## src/rtl/car_sprite_pkg.sv

```systemverilog
// Shared types and default geometry for the player-car sprite fetcher.
package car_sprite_pkg;

    localparam int unsigned COLOR_W        = 5;
    localparam int unsigned SPRITE_W_DEF   = 32;
    localparam int unsigned SPRITE_H_DEF   = 64;
    localparam int unsigned V_TOTAL_DEF    = 525;
    localparam int unsigned TRANSP_IDX_DEF = 0;

    typedef enum logic [1:0] {
        IDLE  = 2'd0,
        FETCH = 2'd1,
        LAST  = 2'd2
    } fetch_state_t;

endpackage

```

## src/rtl/car_line_buf.sv

```systemverilog
// One-line sprite buffer: synchronous write port, combinational read port.
module car_line_buf
    import car_sprite_pkg::*;
#(
    parameter int unsigned DEPTH = SPRITE_W_DEF,
    parameter int unsigned AW    = $clog2(DEPTH)
)(
    input  logic               clk_i,
    input  logic               we_i,
    input  logic [AW-1:0]      waddr_i,
    input  logic [COLOR_W-1:0] wdata_i,
    input  logic [AW-1:0]      raddr_i,
    output logic [COLOR_W-1:0] rdata_c_o
);

    // Contents are never reset; the fetcher's line_valid flag gates every read.
    logic [COLOR_W-1:0] mem_q [DEPTH];

    always_ff @(posedge clk_i) begin
        if (we_i) begin
            mem_q[waddr_i] <= wdata_i;
        end
    end

    assign rdata_c_o = mem_q[raddr_i];

endmodule

```

## src/rtl/car_sprite_fetch.sv

```systemverilog
// Fetches one car sprite row per scanline during h-blank and maps DrawX to a
// palette index plus car_on for the compositor.
module car_sprite_fetch
    import car_sprite_pkg::*;
#(
    parameter int unsigned SPRITE_W   = SPRITE_W_DEF,
    parameter int unsigned SPRITE_H   = SPRITE_H_DEF,
    parameter int unsigned V_TOTAL    = V_TOTAL_DEF,
    parameter int unsigned TRANSP_IDX = TRANSP_IDX_DEF,
    parameter int unsigned ROM_AW     = $clog2(SPRITE_W * SPRITE_H)
)(
    input  logic               Clk,
    input  logic               Reset_n,
    input  logic               line_start,
    input  logic [9:0]         DrawX,
    input  logic [9:0]         DrawY,
    input  logic [9:0]         CarX,
    input  logic [9:0]         CarY,
    output logic [ROM_AW-1:0]  rom_addr,
    input  logic [COLOR_W-1:0] rom_data,
    output logic [COLOR_W-1:0] colorIdx,
    output logic               car_on,
    output logic               busy
);

    localparam int unsigned CW = $clog2(SPRITE_W);
    localparam int unsigned RW = ROM_AW - CW;
    localparam logic [COLOR_W-1:0] TRANSP = COLOR_W'(TRANSP_IDX);

    fetch_state_t       state_q, state_d;
    logic [CW-1:0]      col_q, col_d;
    logic [RW-1:0]      row_q, row_d;
    logic [ROM_AW-1:0]  rom_addr_q, rom_addr_d;
    logic               line_valid_q, line_valid_d;
    logic [9:0]         car_x_q, car_x_d;
    logic               busy_q, busy_d;
    logic [COLOR_W-1:0] color_q, color_d;
    logic               car_on_q, car_on_d;

    logic [9:0]         next_y_c, row_c, dx_c;
    logic               hit_c, inside_c;
    logic               buf_we_c;
    logic [CW-1:0]      buf_waddr_c;
    logic [COLOR_W-1:0] buf_rd_c;

    // Row for the upcoming line; modular subtraction makes lines above the car miss.
    always_comb begin
        next_y_c = (DrawY == 10'(V_TOTAL - 1)) ? 10'd0 : DrawY + 10'd1;
        row_c    = next_y_c - CarY;
        hit_c    = row_c < 10'(SPRITE_H);
    end

    // ROM data lags its address by one cycle, so writes trail col by one.
    always_comb begin
        buf_we_c    = 1'b0;
        buf_waddr_c = col_q - CW'(1);
        if (state_q == FETCH && col_q != '0) begin
            buf_we_c = 1'b1;
        end
        if (state_q == LAST) begin
            buf_we_c    = 1'b1;
            buf_waddr_c = CW'(SPRITE_W - 1);
        end
    end

    car_line_buf #(
        .DEPTH (SPRITE_W)
    ) u_buf (
        .clk_i     (Clk),
        .we_i      (buf_we_c),
        .waddr_i   (buf_waddr_c),
        .wdata_i   (rom_data),
        .raddr_i   (dx_c[CW-1:0]),
        .rdata_c_o (buf_rd_c)
    );

    // Fetch FSM; a line_start in any state restarts with the new row.
    always_comb begin
        state_d      = state_q;
        col_d        = col_q;
        row_d        = row_q;
        rom_addr_d   = rom_addr_q;
        line_valid_d = line_valid_q;
        car_x_d      = car_x_q;

        if (line_start) begin
            car_x_d      = CarX;
            line_valid_d = 1'b0;
            if (hit_c) begin
                state_d    = FETCH;
                col_d      = '0;
                row_d      = row_c[RW-1:0];
                rom_addr_d = {row_c[RW-1:0], CW'(0)};
            end else begin
                state_d = IDLE;
            end
        end else begin
            case (state_q)
                FETCH: begin
                    if (col_q == CW'(SPRITE_W - 1)) begin
                        state_d = LAST;
                    end else begin
                        col_d      = col_q + CW'(1);
                        rom_addr_d = {row_q, col_d};
                    end
                end
                LAST: begin
                    line_valid_d = 1'b1;
                    state_d      = IDLE;
                end
                default: begin
                    state_d = IDLE;
                end
            endcase
        end

        busy_d = (state_d != IDLE);
    end

    // Display path: one-cycle registered lookup relative to the latched CarX.
    always_comb begin
        dx_c     = DrawX - car_x_q;
        inside_c = line_valid_q && (dx_c < 10'(SPRITE_W));
        color_d  = inside_c ? buf_rd_c : TRANSP;
        car_on_d = inside_c && (buf_rd_c != TRANSP);
    end

    always_ff @(posedge Clk or negedge Reset_n) begin
        if (!Reset_n) begin
            state_q      <= IDLE;
            col_q        <= '0;
            row_q        <= '0;
            rom_addr_q   <= '0;
            line_valid_q <= 1'b0;
            car_x_q      <= '0;
            busy_q       <= 1'b0;
            color_q      <= TRANSP;
            car_on_q     <= 1'b0;
        end else begin
            state_q      <= state_d;
            col_q        <= col_d;
            row_q        <= row_d;
            rom_addr_q   <= rom_addr_d;
            line_valid_q <= line_valid_d;
            car_x_q      <= car_x_d;
            busy_q       <= busy_d;
            color_q      <= color_d;
            car_on_q     <= car_on_d;
        end
    end

    assign rom_addr = rom_addr_q;
    assign busy     = busy_q;
    assign colorIdx = color_q;
    assign car_on   = car_on_q;

endmodule

```

## config.mk

```make
export PLATFORM = sky130hd
export DESIGN_NAME = car_sprite_fetch
export DESIGN_NICKNAME = d
export VERILOG_FILES = /design/src/rtl/car_sprite_pkg.sv /design/src/rtl/car_line_buf.sv /design/src/rtl/car_sprite_fetch.sv
export SDC_FILE = /design/constraint.sdc
export NUM_CORES = 1
export LEC_CHECK = 0
export ABC_AREA = 1
export BUFFER_PORTS_ARGS = -buffer_cell sky130_fd_sc_hd__buf_2
export CORE_MARGIN = 2
export CORE_UTILIZATION = 65
export DETAILED_ROUTE_END_ITERATION = 10
export GPL_ROUTABILITY_DRIVEN = 1
export MAX_ROUTING_LAYER = met4
export PLACE_DENSITY = 0.85
export SYNTH_ARGS = -nofsm -noshare
export SYNTH_HDL_FRONTEND = slang
export SYNTH_HIERARCHICAL = 1
export SYNTH_SLANG_ARGS = --single-unit
```

## constraint.sdc

```tcl
create_clock -name Clk -period 5.6 [get_ports Clk]
set_input_delay 0.56 -clock Clk [delete_from_list [all_inputs] [get_ports Clk]]
set_output_delay 0.56 -clock Clk [all_outputs]
set_load 0.02 [all_outputs]
```

==> impl_metrics.ini <==
[yosys]
synth_common_cells = nand2_1 (361), edfxtp_1 (160), nand3_1 (150), inv_1 (79), nor2_1 (74)
synth.most_common_cell = nand2_1
synth_top_area_share_pct = 49.4
syn-num-nets = 1096
synth-seq-cells = 197
ys_seq_area_share_pct = 58.9
synth_fa_ha_area_share_pct = 3.50
ys.flop_type = edfxtp_1
synth-compound-area-share_pct = 2.03
yosys_warnings = 6
synth_area_um2 = 9740
synthMuxAreaShare_pct = 0
yosys.area.top_type = edfxtp_1
synth_area_leaders = edfxtp_1 (49%), nand2_1 (14%), dfrtp_1 (9.5%)
synth_edf_count = 160
yosysUniqueCellTypes = 38
synth_cells = 1022
synth_top_family_by_area = simple AND/OR/NAND/NOR gates
synthXorXnorAreaFrac_pct = 1.26
async_flop_share_pct = 18.8
avgSynthCellArea_um2 = 9.53
synthSimpleGateAreaFrac_pct = 28.4

[global_route]
grt_usage_pct = 29.1
antenna_found_initial = 0
overflow = 0
grt_pass1_wl_mm = 35.3
grt_max_degree = 81
grt_pass1_vias = 7088

[final_layout]
num-nets-final = 1145
drive_gt1_share_pct = 12.6
area_growth_pct = 9.07
finalInstanceArea_um2 = 10600
n_antenna_cell = 0

[job]
drv_cap = 0

[detailed_routing]
drc = 0
firstDrtPassIters = 7
vias = 7306
dr_wl_met2_mm = 10.6
wl_per_cell_um = 17.0
first_iter_violations = 781
met1_length_mm = 8.50
wl_met3_mm = 1.91
finalWirelength_mm = 21.5
top_layer = met4
vias_per_cell = 5.76
ant_nets = 0

[placement]
hpwl_mm = 13.6
gp_congestion = 0.906
portBuffers = 65
dpl_cell_area_um2 = 10000

[sta]
worstMarginPinSlew_ns = 1.16
drv_slew = 0
finClkSkew_ns = 0.0103
post-route-period-util_pct = 62.5
hold_viol = 0
finalSetupTns_ns = 0
finalCriticalPeriod_ns = 3.50
setup_viol = 0
grt_setup_unrepaired = no
fmax_ghz = 0.286
timing.slew.headroom_pct = 22.1

[setup_path]
rr_startpoint = car_x_q[2]
crit_fanout = 11
worstSetupPathType = reg2reg
cp-end-kind = flip-flop
cp.arrival_ns = 3.81
setup.worst_path.start = car_x_q[2]
cp-start-kind = flip-flop
critical_path_required_ns = 5.91

[floorplan]
dieArea_um2 = 16000
core_area_um2 = 14600
num_rows = 44
die_x_um = 126
initial_utilization_pct = 66.7
ios = 66
die_h_um = 126

[outcome]
status = finished clean

[clock_tree]
clkLatencyLatePin_ns = 0.43
clk_path_buf_depth = 2
cts.clk_slew.worst_paths_ns = 0.07
cts-root-buf = clkbuf_16
htreeDepth = 4
cts.sinks = 197
cts_buffers = 17
cts_resized = 0
cts_tree = done
cts_setup_buffers = 0
hold_buffers = 0

[power]
internal_power_mw = 2.56
power.total_mw = 3.83
ir_worst_vdd_mv = 0.227
swShare_pct = 33.2
power.density_nw_per_um2 = 361
combPwrFrac_pct = 25.0
switchingPower_mw = 1.27
power.leakage_nw = 4.65
power.share.sequential_pct = 44.2
pwr-share-clk_pct = 30.8

[hold_path]
worstHoldPathType = in2async
[state kept, by name, summed over array words and instances (netlist names)]
register and flops:
car_x_q 10, colorIdx 5, car_on 1, state_q 2, rom_addr 7, col_q 4, row_q 6, line_valid_q 1
busy 1, u_buf/mem_q 160
[cell usage in the layout (no fill, tap or decap), types with 3 or more instances in the layout]
| master | count |
|---|---|
| nand3_1 | 150 |
| nand3_2 | 18 |
| inv_6 | 5 |
| ha_1 | 24 |
| clkbuf_16 | 17 |
| nand4_1 | 7 |
| o21ai_0 | 15 |
| nand2_4 | 3 |
| nand2_1 | 361 |
| inv_1 | 78 |
| buf_2 | 65 |
| edfxtp_1 | 160 |
| buf_4 | 3 |
| dfrtp_1 | 37 |
| clkinv_4 | 6 |
| a21oi_1 | 9 |
| nor3_1 | 3 |
| xnor2_1 | 4 |
| nor2_1 | 74 |
| nand2_2 | 6 |
| xor2_1 | 10 |
[layer usage]
metal | up-vias | track usage [%]
li1 | 3480 | -
met1 | 3368 | 37.2
met2 | 411 | 47.1
met3 | 47 | 5.19
met4 | 0 | 10.9
met5 | - | -
[area by class of cell]
class / instances / area (um^2)
Multi-Input combinational cell: 705 / 3420
Sequential cell: 197 / 5730
Fill cell: 1014 / 3970
Clock buffer: 19 / 433
Timing Repair Buffer: 68 / 348
Tap cell: 184 / 230
Inverter: 82 / 313
Clock inverter: 13 / 140
[worst max-delay path, cell delays in order, from the launching register on]
cell and delay (ns):
dfrtp_1 0.32, inv_1 0.05, ha_1 0.35, a21oi_1 0.23, nand2_1 0.13, xor2_1 0.92, clkinv_1 0.60, nand2_1 0.22
nand2_1 0.08, nand2_1 0.08, nand2_1 0.05, inv_1 0.07, nand3_1 0.07, nor3_1 0.12, nor2_1 0.07
[cells by family (layout without fill, tap and decap cells)]
group | count (synthesis) | count (layout)
AOI/OAI and AO/OA | 34 | 34
xor gates and xnor gates | 14 | 14
adders and majority gates | 26 | 26
buffers and inverters | 120 | 182
DFF | 197 | 197
and+or+nand+nor | 631 | 631
[worst paths after layout]
check                                  end  slack, ns  cells past startpoint
worst max-delay path                car_on       2.10                     14
worst min-delay path            car_x_q[7]       0.23                      1
worst max register to register      car_on       2.10                     14
worst min register to register    row_q[5]       0.47                      2
max in group asynchronous         row_q[0]       4.84                      1
min in group Clk                car_x_q[0]       0.33                      3
[power groups by stage]
stage / combinational, mW / clock (mW) / sequential, mW
after floorplan: 0.654 / 0 / 1.75
after global placement: 0.898 / 0 / 1.72
after detailed placement: 0.919 / 0 / 1.72
after CTS: 0.936 / 1.19 / 1.69
after global routing: 1.06 / 1.25 / 1.70
final: 0.956 / 1.18 / 1.69
[through the flow]
stage | setup slack, ns | util (%) | std cells | hold WS [ns]
finish | 2.10 | 72.8 | 1268 | 0.230
global route | 1.92 | 72.8 | 1268 | 0.288
CTS | 2.34 | 72.8 | 1268 | 0.257
detailed placement | 2.10 | 68.9 | 1236 | 0.459
global placement | 2.10 | 68.9 | 1236 | 0.453
floorplan | 2.74 | - | 1022 | 0.264
Note: power is estimated with default switching activity, not from simulation.
